**config.mk**
```make
export PLATFORM = sky130hd
export DESIGN_NAME = pipe_seq_ctrl
export DESIGN_NICKNAME = d
export VERILOG_FILES = /design/src/rtl/pipe_seq_pkg.sv /design/src/rtl/seq_timer.sv /design/src/rtl/pipe_seq_ctrl.sv
export SDC_FILE = /design/constraint.sdc
export NUM_CORES = 1
export LEC_CHECK = 0
export ABC_AREA = 1
export CORE_MARGIN = 8
export CORE_UTILIZATION = 25
export DETAILED_ROUTE_END_ITERATION = 16
export PLACE_DENSITY = 0.59
export SYNTH_ARGS = -nofsm -noshare
export SYNTH_HDL_FRONTEND = slang
export SYNTH_SLANG_ARGS = --single-unit
```
**constraint.sdc**
```tcl
create_clock -name clk_in -period 1.8 [get_ports clk_in]
set_clock_uncertainty 0.2 [all_clocks]
set_input_delay 0.36 -clock clk_in [delete_from_list [all_inputs] [get_ports clk_in]]
set_output_delay 0.36 -clock clk_in [all_outputs]
set_load 0.01 [all_outputs]
```
**src/rtl/pipe_seq_pkg.sv**
```systemverilog
// Shared types and encodings for the pipeline sequencer (pipe_seq_ctrl).
package pipe_seq_pkg;

  typedef enum logic [2:0] {
    ST_RST        = 3'd0,
    ST_RUN        = 3'd1,
    ST_MEM_WAIT   = 3'd2,
    ST_TRAP_FLUSH = 3'd3,
    ST_TRAP_VEC   = 3'd4
  } state_t;

  // PC mux select encodings
  localparam logic [1:0] PC_SRC_BOOT   = 2'b00;
  localparam logic [1:0] PC_SRC_TARGET = 2'b01;
  localparam logic [1:0] PC_SRC_TRAP   = 2'b10;
  localparam logic [1:0] PC_SRC_SEQ    = 2'b11;

  // Trap cause codes
  localparam logic [1:0] CAUSE_NONE    = 2'b00;
  localparam logic [1:0] CAUSE_IRQ     = 2'b01;
  localparam logic [1:0] CAUSE_TIMEOUT = 2'b10;

  function automatic int unsigned max2(input int unsigned a, input int unsigned b);
    return (a > b) ? a : b;
  endfunction

endpackage

```
**src/rtl/seq_timer.sv**
```systemverilog
// Loadable down-counter with zero flag. Reset value is the reset-hold
// preload so the hold starts counting the moment reset is released.
module seq_timer #(
  parameter int W = 4,
  parameter logic [W-1:0] RST_VAL = '0
) (
  input  logic         clk_in,
  input  logic         rst_in,
  input  logic         load,
  input  logic [W-1:0] load_val,
  input  logic         dec,
  output logic         zero
);

  logic [W-1:0] count;

  // Load has priority over decrement; the count saturates at zero.
  always_ff @(posedge clk_in or posedge rst_in) begin
    if (rst_in) begin
      count <= RST_VAL;
    end else if (load) begin
      count <= load_val;
    end else if (dec && (count != '0)) begin
      count <= count - 1'b1;
    end
  end

  assign zero = (count == '0);

endmodule

```
**src/rtl/pipe_seq_ctrl.sv**
```systemverilog
// Pipeline sequencer: flush/stall/PC-source control for IF/ID with reset
// hold, redirects, load-use stalls, memory wait with timeout trap, and
// interrupt/mret handling.
// Optional interrupt path: define PIPE_SEQ_IRQ_EN to enable it.
//
// Handshake: none; all event inputs are level flags sampled every cycle.
// In RUN the control outputs are a same-cycle function of the inputs;
// trap_taken_out, irq_ack_out and cause_out are registered.
module pipe_seq_ctrl
  import pipe_seq_pkg::*;
#(
  parameter int RST_FLUSH_CYCLES = 2,
  parameter int MEM_TIMEOUT      = 16
) (
  input  logic       clk_in,
  input  logic       rst_in,
  input  logic       branch_taken_in,
  input  logic       jump_in,
  input  logic       load_use_in,
  input  logic       dmem_req_in,
  input  logic       dmem_ready_in,
  input  logic       irq_in,
  input  logic       mret_in,
  output logic       flush_out,
  output logic       stall_out,
  output logic [1:0] pc_src_out,
  output logic       vec_sel_out,
  output logic       trap_taken_out,
  output logic       irq_ack_out,
  output logic [1:0] cause_out,
  output state_t     state_out
);

  localparam int TW = $clog2(max2(RST_FLUSH_CYCLES, MEM_TIMEOUT));
  localparam logic [TW-1:0] RST_LOAD = TW'(RST_FLUSH_CYCLES - 1);
  localparam logic [TW-1:0] MEM_LOAD = TW'(MEM_TIMEOUT - 1);

  state_t     state;
  state_t     next_state;
  logic [1:0] cause_q;
  logic       trap_taken_q;
  logic       irq_ack_q;
  logic       timer_load;
  logic       timer_dec;
  logic       timer_zero;
  logic       irq_sel;

`ifdef PIPE_SEQ_IRQ_EN
  assign irq_sel     = irq_in;
  assign irq_ack_out = irq_ack_q;
`else
  logic unused_irq;
  logic unused_ack;
  assign unused_irq  = irq_in;
  assign unused_ack  = irq_ack_q;
  assign irq_sel     = 1'b0;
  assign irq_ack_out = 1'b0;
`endif

  seq_timer #(
    .W       (TW),
    .RST_VAL (RST_LOAD)
  ) u_timer (
    .clk_in   (clk_in),
    .rst_in   (rst_in),
    .load     (timer_load),
    .load_val (MEM_LOAD),
    .dec      (timer_dec),
    .zero     (timer_zero)
  );

  // Next-state and same-cycle control decode; RUN events in priority order.
  always_comb begin
    next_state  = state;
    flush_out   = 1'b0;
    stall_out   = 1'b0;
    pc_src_out  = PC_SRC_SEQ;
    vec_sel_out = 1'b0;
    timer_load  = 1'b0;
    timer_dec   = 1'b0;
    case (state)
      ST_RST: begin
        flush_out  = 1'b1;
        pc_src_out = PC_SRC_BOOT;
        timer_dec  = 1'b1;
        if (timer_zero) next_state = ST_RUN;
      end
      ST_RUN: begin
        if (dmem_req_in && !dmem_ready_in) begin
          stall_out  = 1'b1;
          timer_load = 1'b1;
          next_state = ST_MEM_WAIT;
        end else if (irq_sel) begin
          flush_out  = 1'b1;
          next_state = ST_TRAP_FLUSH;
        end else if (mret_in) begin
          flush_out   = 1'b1;
          pc_src_out  = PC_SRC_TRAP;
          vec_sel_out = 1'b1;
        end else if (branch_taken_in || jump_in) begin
          flush_out  = 1'b1;
          pc_src_out = PC_SRC_TARGET;
        end else if (load_use_in) begin
          stall_out = 1'b1;
        end
      end
      ST_MEM_WAIT: begin
        stall_out = 1'b1;
        timer_dec = 1'b1;
        if (dmem_ready_in)   next_state = ST_RUN;
        else if (timer_zero) next_state = ST_TRAP_FLUSH;
      end
      ST_TRAP_FLUSH: begin
        flush_out  = 1'b1;
        next_state = ST_TRAP_VEC;
      end
      ST_TRAP_VEC: begin
        flush_out  = 1'b1;
        pc_src_out = PC_SRC_TRAP;
        next_state = ST_RUN;
      end
      default: begin
        flush_out  = 1'b1;
        pc_src_out = PC_SRC_BOOT;
        next_state = ST_RST;
      end
    endcase
  end

  // State register plus registered trap pulses and sticky cause.
  always_ff @(posedge clk_in or posedge rst_in) begin
    if (rst_in) begin
      state        <= ST_RST;
      cause_q      <= CAUSE_NONE;
      trap_taken_q <= 1'b0;
      irq_ack_q    <= 1'b0;
    end else begin
      state        <= next_state;
      trap_taken_q <= (state == ST_TRAP_FLUSH);
      irq_ack_q    <= (state == ST_TRAP_FLUSH) && (cause_q == CAUSE_IRQ);
      if ((state == ST_RUN) && (next_state == ST_TRAP_FLUSH)) begin
        cause_q <= CAUSE_IRQ;
      end else if ((state == ST_MEM_WAIT) && (next_state == ST_TRAP_FLUSH)) begin
        cause_q <= CAUSE_TIMEOUT;
      end
    end
  end

  assign trap_taken_out = trap_taken_q;
  assign cause_out      = cause_q;
  assign state_out      = state;

endmodule

```
# Yosys cells after proc, flatten, opt, wreduce, memory -nomap -nowiden
# Index checks and enable logic that the tools add are counted.
[totals]
inputBits = 9
wordCells = 51
reg_bits = 10
out_inout_bits = 12
[classes]
n_eq_ne = 5
n_reduce_logical = 13
add_sub_neg = 1
n_mux = 28
[ops]
columns = ["op", "n"]
rows = [
  ["3-bit one-hot mux with 5 select lines", 1],
  ["1-bit 2-to-1 mux", 13],
  ["3-bit 2-to-1 mux", 4],
  ["2-bit 2-to-1 mux", 5],
  ["3-bit by 2-bit == test with 1-bit output, second input constant", 3],
  ["4-bit 2-to-1 mux", 2],
  ["2-bit one-hot mux with 3 select lines", 1],
  ["1-bit logical AND", 4],
  ["4-bit zero test", 1],
  ["1-bit one-hot mux with 2 select lines", 2],
  ["2-bit nonzero test", 2],
  ["4-bit nonzero test", 1],
  ["2-bit OR reduction", 2],
  ["4-bit by 1-bit subtractor with 4-bit output, second input constant", 1],
  ["3-bit by 1-bit == test with 1-bit output, second input constant", 1],
  ["3-bit == test, second input constant", 1],
  ["3-bit zero test", 1],
  ["1-bit zero test", 1],
  ["1-bit logical OR", 1],
]

# Longest topological paths before layout
[depth]
word_depth = 8
depth_mapped = 8
mapped_depth_nobuf = 8

# Modules after synthesis
# Synthesis repeated with hierarchy kept, for this count alone.
[hier_totals]
hier_cells = 109
hier_area_um2 = 716.9
[by_module_without_submodules]
columns = ["mod", "instances", "cells_per_inst", "area_each_um2", "seq_area_each_um2"]
rows = [
  ["pipe_seq_ctrl", 1, 62, 416.6, 150.1],
  ["seq_timer", 1, 47, 300.3, 101.3],
]

# Worst setup path before layout
# OpenSTA, ideal clock, no wires.
[synth_timing]
kind = "register -> output"
from = "reg state[2], in the netlist state_out[2]"
to = "out flush_out"
arrival_time_ns = 1.044
path_stages_with_launch = 6
n_path_buf = 0
setup_slack_ns = 0.196
t_required_ns = 1.240
cell_sequence = "dfrtp_1 -> inv_2 -> nand2_1 -> nor2_4 -> nand2_1 -> o22ai_1"
[synth_via]
elab_chain_cells = 2
word_cells_on_any_way = 3
classes_between = "eq/ne: 2; mux: 1"
[synth_lines]
columns = ["item", "line", "rtl"]
rows = [
  ["from (decl)", "pipe_seq_ctrl.sv:38", "state_t state;"],
  ["from (signal assigned)", "pipe_seq_ctrl.sv:138", "state <= next_state;"],
  ["3-bit by 2-bit == test with 1-bit output or 3-bit by 1-bit == test with 1-bit output (tied branches)", "pipe_seq_ctrl.sv:81", "case (state)"],
  ["1-bit one-hot mux with 2 select lines (*)", "pipe_seq_ctrl.sv:81", ""],
  ["to (decl)", "pipe_seq_ctrl.sv:24", "output logic flush_out,"],
]
# Mark *: on every way between the ends. The rest lies on a longest branch, timed or not.

# Worst setup path in the final report
[layout_timing]
from = "reg state[2], in the netlist state_out[2]"
to = "out vec_sel_out"
[layout_via]
elab_chain_cells = 2
[layout_lines]
columns = ["item", "line", "rtl"]
rows = [
  ["3-bit by 1-bit == test with 1-bit output", "pipe_seq_ctrl.sv:81", ""],
  ["1-bit 2-to-1 mux", "pipe_seq_ctrl.sv:81", ""],
  ["to (decl)", "pipe_seq_ctrl.sv:27", "output logic vec_sel_out,"],
]
# No other way between the ends.

==> impl_metrics.env <==
export IMPL_cts_root_buffer="clkbuf_4"
export IMPL_endpoint_kind="output pin"
export IMPL_start_util=0.260
export IMPL_dieArea_mm2=0.00403
export IMPL_routed_via_density=4.45
export IMPL_wirelength_mm=1.56
export IMPL_layout_drive_gt1_share=0.420
export IMPL_rows=17
export IMPL_cp_slowest_cell="dfrtp_1"
export IMPL_place_area_um2=868
export IMPL_cts_tree="done"
export IMPL_gp_congestion=0.718
export IMPL_slew_violations=0
export IMPL_required_ns=1.24
export IMPL_dieHeight_um=63.5
export IMPL_period_share=1.03
export IMPL_layout_setup_ws_ns=-0.0497
export IMPL_status="finished, violations left"
export IMPL_yosys_warnings=0
export IMPL_syn_num_nets=84
export IMPL_place_inst=132
export IMPL_stdcell_count=140
export IMPL_swShare=0.404
export IMPL_ios=21
export IMPL_final_cell_area_um2=950
export IMPL_cts_sinks=10
export IMPL_ir_drop_uv=995
export IMPL_cp_arrival_ns=1.29
export IMPL_worstPathBufferInverterCount=2
export IMPL_cts_buffers=3
export IMPL_antenna_found_initial=0
export IMPL_cp_depth=6
export IMPL_avgSynthCellArea_um2=7.61
export IMPL_slowest_delay_ns=0.39
export IMPL_internal_power_uw=850
export IMPL_power_share_clock=0.146
export IMPL_crit_top_cell="nand2_2"
export IMPL_vias=623
export IMPL_rsz0062_at_grt="true"
export IMPL_coreArea_mm2=0.00217
export IMPL_power_density_mw_per_mm2=1500
export IMPL_ant_nets=0
export IMPL_grt_use_total=0.0828
export IMPL_final_net_count=123
export IMPL_grt_pass1_vias=651
export IMPL_grt_overflow=0
export IMPL_synthToLayoutAreaGrowth_pct=68.7
export IMPL_leakage_uw=0.000499
export IMPL_dp_final_hpwl_mm=1.22
export IMPL_critPathLaunchType="register"
export IMPL_syn_area_um2=563
export IMPL_fmax_mhz=541
export IMPL_violations="negative setup slack"
export IMPL_num_antenna_cells=0
export IMPL_r2r_start="u_timer.count[0]"
export IMPL_min_path_type="input port to asynchronous set/reset pin"
export IMPL_grt_max_degree=11
export IMPL_drtPass1Iterations=4
export IMPL_ys_types=22
export IMPL_reg2reg_depth=8
export IMPL_drc=0
export IMPL_synth_seq_cells=10
export IMPL_combPwrFrac=0.594
export IMPL_n_fill_cell=219
export IMPL_setup_viol=4
export IMPL_multi_input_area_um2=299
export IMPL_grt_pass1_wl_mm=2.62
export IMPL_port_buffers=18
export IMPL_hold_violations=0
export IMPL_cts_buffer_depth=2
export IMPL_worstPathCellList="inv_2 > nand2_2 > nor2_4 > nand2_2 > nor2_1 > buf_2"
export IMPL_switchingPower_uw=576
export IMPL_max_cap_violations=0
export IMPL_min_period_ns=1.85
export IMPL_die_w_um=63.5
export IMPL_pwr_share_seq=0.260
export IMPL_wl_per_cell_um=11.2
export IMPL_worst_setup_path_type="register to output pin"
export IMPL_clk_pin_slew_ns=0.07
export IMPL_ys_seq_area_frac=0.447
export IMPL_crit_family="simple AND/OR/NAND/NOR gates"
export IMPL_hold_buffers=0
export IMPL_clock_latency_ns=0.27
export IMPL_htree_levels=1
export IMPL_cp_startpoint="state_out[2]"
export IMPL_drt_iter0_drc=16
export IMPL_seq_area_um2=253
export IMPL_critPathMaxFanout=5
export IMPL_syn_inst=74
placed cells by master (no fill, tap or decap), types with 2 or more instances in the layout:
cell type and count:
buf_2 5, clkdlybuf4s50_1 6, inv_2 4, nand2_2 6
buf_4 15, nand2_1 17, nand3_1 4, nor2_1 6
dlygate4sd2_1 7, dfrtp_1 8, buf_6 2, clkbuf_4 3
inv_1 8, nor2_4 2
timing repair:
item,4_1_cts,5_1_grt
pin swaps,2,4
endpoints found under the setup margin,8,8
setup buffers,3,1
gates resized for setup,36,9
stage by stage:
stage	power, uW	setup TNS (ns)	hold slack (ns)	worst slack [ns]	utilization
after floorplan	775	0	-0.000537	0.196	-
after global placement	1150	-2.58	0.253	-0.545	0.400
after detailed placement	1170	-2.60	0.289	-0.560	0.400
after CTS	1370	-0.157	0.167	-0.0498	0.420
after global routing	1550	-0.480	0.211	-0.132	0.438
final	1430	-0.113	0.156	-0.0497	0.438
logic make-up after synthesis:
logic type / after synthesis / synth area share
AO/OA/AOI/OAI: 7 / 0.0889
buffers and inverters: 13 / 0.0934
other: 1 / 0.00666
adder cells (fa/ha/maj): 1 / 0.0222
flip-flops: 10 / 0.447
AND/OR/NAND/NOR: 42 / 0.342
cell type report:
cell class	instances	area share
inverters	12	0.0474
flip-flops and latches	10	0.266
repair buffers	35	0.296
well taps	28	0.0369
multi-input cells	51	0.315
clock buffers	4	0.0382
sequential cells by signal (all words and copies together) (netlist names):
name and count:
cause_out 2, state_out 3, u_timer.count 4, trap_taken_out 1
final timing paths:
| kind | to | slack [ns] |
|---|---|---|
| worst max-delay path | vec_sel_out | -0.05 |
| worst min-delay path | u_timer.count[1] | 0.16 |
| min in group clk_in | cause_out[0] | 0.30 |
| worst min register to register | cause_out[0] | 0.30 |
| worst max register to register | cause_out[1] | 0.13 |
| max in group asynchronous | u_timer.count[0] | 0.93 |
synth_stat cells:
| cell | instances | share of area |
|---|---|---|
| nor2_1 | 7 | 0.047 |
| ha_1 | 1 | 0.022 |
| inv_1 | 10 | 0.067 |
| nand3_1 | 4 | 0.036 |
| nand2_1 | 22 | 0.15 |
| nand2_2 | 2 | 0.022 |
| o21ai_0 | 3 | 0.027 |
| nor2_2 | 1 | 0.011 |
| nor3_1 | 2 | 0.018 |
| nand3b_1 | 1 | 0.013 |
| a21oi_1 | 1 | 0.0089 |
| nand3_2 | 1 | 0.018 |
| inv_2 | 2 | 0.013 |
| nor2_4 | 1 | 0.020 |
| o22ai_1 | 1 | 0.011 |
| buf_4 | 1 | 0.013 |
| dfrtp_1 | 9 | 0.40 |
| o211ai_1 | 1 | 0.013 |
| o21ai_4 | 1 | 0.029 |
| nand4_1 | 1 | 0.011 |
| dfstp_2 | 1 | 0.047 |
| conb_1 | 1 | 0.0067 |
power by group through the flow:
stage               sequential (uW)  combinational [uW]  clock, uW
finish                          371                 847        208
global route                    382                 942        223
CTS                             372                 788        212
detailed placement              375                 790          0
global placement                372                 777          0
floorplan                       397                 378          0
layer usage:
metal  GRT usage  share of wire  vias up
met5           0              0        -
met1      0.0746           0.37      289
met4      0.0557          0.022        0
met3      0.0424          0.074        5
met2       0.142           0.53       21
li1            -              -      308
Note: power is estimated with default switching activity, not from simulation.
